===== src/rtl/dig_clkdiv_bank.sv =====
// ---------------------------------------------------------------------------
// dig_clkdiv_bank
//
// Bank of NCH independent programmable clock dividers, all running from one
// master clock. Each channel produces a registered divided square wave
// (div_out) and a gated clock (cclk) that carries exactly one clk-high phase
// per divided period. It is intended to clock a cochlea core.
//
// All state changes happen on the falling edge of clk. The gate therefore
// only moves while clk is low, and cclk = gate & clk cannot glitch.
//
// Ratio and enable changes are staged in a per-channel pending slot. A running
// channel picks the change up only at its wrap edge, so the period in flight
// always completes at the old ratio. A disabled channel picks it up on the
// next falling edge. The sync strobe forces every pending change in at once
// and parks all counters at zero, so enabled channels restart phase-aligned.
//
// Ports
//   clk        master clock (state updates on negedge)
//   rstb       asynchronous active-low reset
//   sync       phase-align strobe, sampled on negedge
//   cfg_valid  config write request
//   cfg_ready  config write can be accepted (combinational)
//   cfg_ch     target channel; values >= NCH are accepted and dropped
//   cfg_div    new ratio N; 0 and 1 are clamped to 2
//   cfg_en     new channel enable
//   div_out    divided clock per channel (registered)
//   cclk       gated clock per channel: gate & clk
// ---------------------------------------------------------------------------
module dig_clkdiv_bank #(
    parameter  int NCH    = 4,
    parameter  int CNTW   = 8,
    parameter  int RST_EN = 1,
    localparam int CHW    = (NCH > 1) ? $clog2(NCH) : 1
) (
    input  logic              clk,
    input  logic              rstb,
    input  logic              sync,
    input  logic              cfg_valid,
    output logic              cfg_ready,
    input  logic [CHW-1:0]    cfg_ch,
    input  logic [CNTW-1:0]   cfg_div,
    input  logic              cfg_en,
    output logic [NCH-1:0]    div_out,
    output logic [NCH-1:0]    cclk
);

    // Live per-channel state
    logic [CNTW-1:0] cnt_q [NCH];
    logic [CNTW-1:0] cnt_d [NCH];
    logic [CNTW-1:0] n_q   [NCH];
    logic [CNTW-1:0] n_d   [NCH];
    logic [NCH-1:0]  en_q, en_d;
    logic [NCH-1:0]  gate_q, gate_d;
    logic [NCH-1:0]  div_q, div_d;

    // Staged configuration waiting for its apply point
    logic [CNTW-1:0] pn_q  [NCH];
    logic [CNTW-1:0] pn_d  [NCH];
    logic [NCH-1:0]  pen_q, pen_d;
    logic [NCH-1:0]  pend_q, pend_d;

    // Helpers for counting and config acceptance
    logic [CNTW-1:0] cnt_nx   [NCH];
    logic [CNTW-1:0] n_last   [NCH];
    logic [NCH-1:0]  wrap;
    logic [NCH-1:0]  cfg_sel;
    logic [CNTW-1:0] cfg_div_cl;

    // A ratio below 2 has no low phase, so 0 and 1 are clamped to 2.
    always_comb begin
        cfg_div_cl = cfg_div;
        if (cfg_div < CNTW'(2)) begin
            cfg_div_cl = CNTW'(2);
        end
    end

    // The pending flag only blocks writes to its own channel. An out-of-range
    // channel matches nothing, so it reads ready and the write is dropped.
    always_comb begin
        cfg_ready = 1'b1;
        cfg_sel   = '0;
        for (int i = 0; i < NCH; i++) begin
            if (32'(cfg_ch) == 32'(i)) begin
                cfg_ready = ~pend_q[i];
            end
        end
        for (int i = 0; i < NCH; i++) begin
            cfg_sel[i] = cfg_valid & cfg_ready & (32'(cfg_ch) == 32'(i));
        end
    end

    // Wrap detection and the free-running next count per channel
    always_comb begin
        wrap = '0;
        for (int i = 0; i < NCH; i++) begin
            n_last[i] = n_q[i] - CNTW'(1);
            wrap[i]   = (cnt_q[i] == n_last[i]);
            cnt_nx[i] = wrap[i] ? '0 : cnt_q[i] + CNTW'(1);
        end
    end

    // Next-state per channel. Sync has priority over counting. The apply
    // test uses the pending flag from before this edge. A write accepted on
    // a wrap or sync edge is therefore only staged here and applied at the
    // following apply point.
    always_comb begin
        en_d   = en_q;
        gate_d = gate_q;
        div_d  = div_q;
        pen_d  = pen_q;
        pend_d = pend_q;
        for (int i = 0; i < NCH; i++) begin
            cnt_d[i] = cnt_q[i];
            n_d[i]   = n_q[i];
            pn_d[i]  = pn_q[i];

            if (sync) begin
                if (pend_q[i]) begin
                    n_d[i]    = pn_q[i];
                    en_d[i]   = pen_q[i];
                    pend_d[i] = 1'b0;
                end
                cnt_d[i]  = '0;
                div_d[i]  = 1'b0;
                gate_d[i] = 1'b0;
            end else if (en_q[i]) begin
                // At the wrap cnt_nx is 0. This gives div=0 and gate=0 for
                // any N >= 2, so applying a new ratio here is runt-free.
                cnt_d[i]  = cnt_nx[i];
                div_d[i]  = (cnt_nx[i] >= (n_q[i] >> 1));
                gate_d[i] = (cnt_nx[i] == n_last[i]);
                if (wrap[i] && pend_q[i]) begin
                    n_d[i]    = pn_q[i];
                    en_d[i]   = pen_q[i];
                    pend_d[i] = 1'b0;
                end
            end else begin
                // Parked channel: hold at zero and take any staged config now.
                if (pend_q[i]) begin
                    n_d[i]    = pn_q[i];
                    en_d[i]   = pen_q[i];
                    pend_d[i] = 1'b0;
                end
                cnt_d[i]  = '0;
                div_d[i]  = 1'b0;
                gate_d[i] = 1'b0;
            end

            if (cfg_sel[i]) begin
                pn_d[i]   = cfg_div_cl;
                pen_d[i]  = cfg_en;
                pend_d[i] = 1'b1;
            end
        end
    end

    // Falling-edge state register with asynchronous active-low reset
    always_ff @(negedge clk or negedge rstb) begin
        if (!rstb) begin
            en_q   <= {NCH{(RST_EN != 0)}};
            gate_q <= '0;
            div_q  <= '0;
            pen_q  <= '0;
            pend_q <= '0;
            for (int i = 0; i < NCH; i++) begin
                cnt_q[i] <= '0;
                n_q[i]   <= CNTW'(2);
                pn_q[i]  <= CNTW'(2);
            end
        end else begin
            en_q   <= en_d;
            gate_q <= gate_d;
            div_q  <= div_d;
            pen_q  <= pen_d;
            pend_q <= pend_d;
            for (int i = 0; i < NCH; i++) begin
                cnt_q[i] <= cnt_d[i];
                n_q[i]   <= n_d[i];
                pn_q[i]  <= pn_d[i];
            end
        end
    end

    assign div_out = div_q;
    assign cclk    = gate_q & {NCH{clk}};

endmodule


===== config.mk =====
export PLATFORM = sky130hd
export DESIGN_NAME = dig_clkdiv_bank
export DESIGN_NICKNAME = d
export VERILOG_FILES = /design/src/rtl/dig_clkdiv_bank.sv
export SDC_FILE = /design/constraint.sdc
export NUM_CORES = 1
export LEC_CHECK = 0
export CAP_MARGIN = 20
export CORE_UTILIZATION = 35
export CTS_BUF_LIST = sky130_fd_sc_hd__clkbuf_16
export CTS_CLUSTER_SIZE = 30
export DETAILED_ROUTE_END_ITERATION = 6
export SLEW_MARGIN = 40
export SYNTH_ARGS = -nofsm -noshare
export SYNTH_HDL_FRONTEND = slang
export SYNTH_SLANG_ARGS = --single-unit

===== constraint.sdc =====
create_clock -name clk -period 3.7 [get_ports clk]
set_clock_uncertainty 0.2 [all_clocks]
set_input_delay 0.555 -clock clk [delete_from_list [all_inputs] [get_ports clk]]
set_output_delay 0.555 -clock clk [all_outputs]
set_load 0.01 [all_outputs]

* Word-level counts from Yosys, hierarchy flattened *
Index checks and enable logic that the tools add are counted.

storage, ports and cells
  word-level logic and storage cells = 162
  output and inout port bits = 9
  register bits = 116

operators by class
  reduce and logical (&&, ||, !) cells = 5
  add/sub/neg operators = 8
  eq/ne operators = 23
  $lt $le $gt $ge = 5
  muxes and demuxes = 85
  bitwise gates (word level) = 10

operators by type and width
  cell                                                                   count
  8-bit 2-to-1 mux                                                       29
  8-bit == test                                                          8
  1-bit 2-to-1 mux                                                       56
  8-bit by 1-bit adder with 8-bit output (second input constant)         4
  8-bit by 7-bit >= comparator with 1-bit output                         4
  8-bit by 1-bit subtractor with 8-bit output (second input constant)    4
  4-bit by 2-bit != test with 1-bit output (second input constant)       4
  3-bit by 2-bit != test with 1-bit output (second input constant)       4
  8-bit by 2-bit < comparator with 1-bit output (second input constant)  1
  2-bit by 1-bit != test with 1-bit output (second input constant)       4
  1-bit AND                                                              5
  4-bit AND                                                              1
  2-bit == test (second input constant)                                  2
  1-bit logical AND                                                      4
  1-bit inverter                                                         4
  2-bit by 1-bit == test with 1-bit output (second input constant)       1
  2-bit zero test                                                        1

* Depth between registers and ports, before layout *
  word-level depth = 8
  depth in mapped cells = 17

==> impl_metrics.toml <==
[status]
status = "finished, violations left"
violations = "setup timing"

[synth]
synth_xor_area_share_pct = 13.3
ys.flop_type = "dfrtn_1"
synth.top_cell.area_share_pct = 36.6
ys_types = 61
synthAdderAreaFrac_pct = 6.34
syn-cell-area_um2 = 7110
yosys.area_share.simple_pct = 16.2
synth-async-reset-ratio_pct = 100
yosysMostFrequentCell = "dfrtn_1"
syn_nets = 745
synth_top_family_by_area = "simple AND/OR/NAND/NOR gates"
yosysWarnings = 0
syn-instance-count = 694
ys_seq_area_share_pct = 41.1
avgSynthCellArea_um2 = 10.2
synth_area_leaders = "dfrtn_1 37%, mux2_2 7.8%, xnor2_1 7.1%"
synth_top_area_cell = "dfrtn_1"
synth_compound_area_share_pct = 8.95
synthMuxAreaShare_pct = 10.6
synthTopCellsByCount = "104 x dfrtn_1, 85 x nor2_1, 58 x xnor2_1"
synth-seq-cells = 116
synth_edf_count = 0

[floorplan]
row_count = 51
core_um2 = 19700
die_w_um = 144
die_y_um = 144
io_pins = 24
dieArea_um2 = 20900
start_util_pct = 36.2

[route]
routed_wl_um = 17000
vias = 5505
first_pass_iters = 4
drt_iter0_drc = 300
vias_per_cell = 4.95
drc = 0
final_antenna_net_count = 0
wl_per_cell_um = 15.3

[worst_setup_path]
cp.arrival_ns = 3.29
end_kind = "output pin"
ff2ff_path_depth = 15
cp-start-kind = "flop"
critical_path_class = "flop to output pin"
crit_required_ns = 2.94
crit_path_max_fanout = 2
reg2reg_setup_slack_ns = 0.08

[placed_design]
place_ws_ns = -0.619
dp_hpwl_um = 12400
gp_congestion = 0.842
io_buffers = 23
dpl-instance-area_um2 = 8350

[sta]
worstMarginPinSlew_ns = 0.517
slew_headroom_pct = 65.3
finalSetupTns_ns = -0.979
finalMaxSlewViolations = 0
rsz0062_at_grt = "yes"
worst_hold_slack_ns = 0.237
final-setup-viol-count = 16
hold_violations = 0
fin_ws_ns = -0.342

[clock_tree]
clk_latency_ns = 0.58
cts_tree = "done"
cts.clk_slew.worst_paths_ns = 0.04

[global_routing]
grt_pass1_wl_um = 28100
met3_usage_pct = 4.07
antenna_found_initial = 2
grt_usage_pct = 17.8
grt_pass1_vias = 5503
grt_busiest_layer = "met2"
use_met1_pct = 24.1
grt_use_met2_pct = 26.2
grt_start_max_net_pins = 41
grt_overflow = 0

[pwr]
powerDensity_nw_per_um2 = 775
design_power_total_mw = 7.25
peakVddDrop_v = 0.000376
cellLeakagePower_nw = 4.42

[layout]
final_area_um2 = 9360
area_growth_pct = 31.7
final_nets = 885
nFillCells = 1853
drive_above_1_share_pct = 32.2

[min_path]
min_delay_path_depth = 2
hp-class = "flop to flop"

[run]
maxCapViolations = 0
-- state kept, by name, indices dropped and copies added (netlist names) --
signal / flops
cnt_q: 32
n_q: 32
pn_q: 32
div_out: 4
en_q: 4
gate_q: 4
pen_q: 4
pend_q: 4
-- power by group --
group | internal, mW | switching [mW] | leakage [nW]
clock | 1.17 | 0.745 | 0.437
combinational | 1.78 | 1.58 | 2.54
sequential | 1.65 | 0.318 | 1.45
-- cells by family after synthesis --
group / Yosys count
simple gates: 229
xor+xnor: 91
fa+ha+maj: 36
mux: 65
flops: 116
compound gates: 91
buf+inv: 66
-- area by class of cell --
cell class,instances,area (µm²),area share [%]
Sequential cell,116,2920,31.2
Multi-Input combinational cell,512,4220,45.1
Antenna cell,1,2.50,0.0267
Clock buffer,26,571,6.10
Timing Repair Buffer,122,968,10.4
Tap cell,265,332,3.54
Clock inverter,26,173,1.85
Inverter,45,169,1.81
-- metal layers --
layer  wire (µm)  vias up  share of wire [%]
met1        8220     2659                 48
met3         675       39                4.0
met2        7590      107                 45
li1            -     2698                  -
met5          13        -              0.076
met4         495        2                2.9
-- path summary, 6_finish.rpt --
| path | from | to |
|---|---|---|
| setup / recovery | pend_q[3] | cfg_ready |
| hold / removal | pn_q[0] | pn_q[0] |
| setup reg to reg | n_q[0] | div_out[3] |
| hold reg to reg | pn_q[0] | pn_q[0] |
| max in group asynchronous | rstb | cnt_q[6] |
| min in group asynchronous | rstb | cnt_q[3] |
-- worst max-delay path, cell delays in order, from the launching register on --
cell and delay (ns):
dfrtn_1 0.50, nor2b_2 0.07, o21ai_1 0.12, o21ai_1 0.08, buf_2 0.14
-- through the flow --
step           std cells  utilization, %
2_1_floorplan        694               -
3_3_place_gp        1055            42.5
3_5_place_dp        1055            42.5
4_1_cts             1110            46.5
5_1_grt             1112            47.6
6_report            1113            47.6
-- timing repair --
| action | CTS | global route |
|---|---|---|
| gates resized for setup | 50 | 36 |
| pin swaps | 19 | 13 |
| hold buffers | 0 | 0 |
| setup endpoints to repair | 29 | 41 |
| setup buffers | 8 | 2 |
-- placed cells by master (no fill, tap or decap), types with 9 or more instances in the layout --
cell type	instances
nor2_1	85
xnor3_1	11
a21oi_1	18
nor3_1	11
inv_1	56
buf_4	100
nand3_1	22
mux2_2	49
dfstp_2	12
xnor2_1	53
xor2_1	21
nand2_1	30
a21o_1	9
o21ai_0	18
ha_1	33
clkbuf_16	22
dfrtn_1	104
clkdlybuf4s50_1	13
buf_2	9
nor2b_1	9
Power figures use the tool's default switching activity.
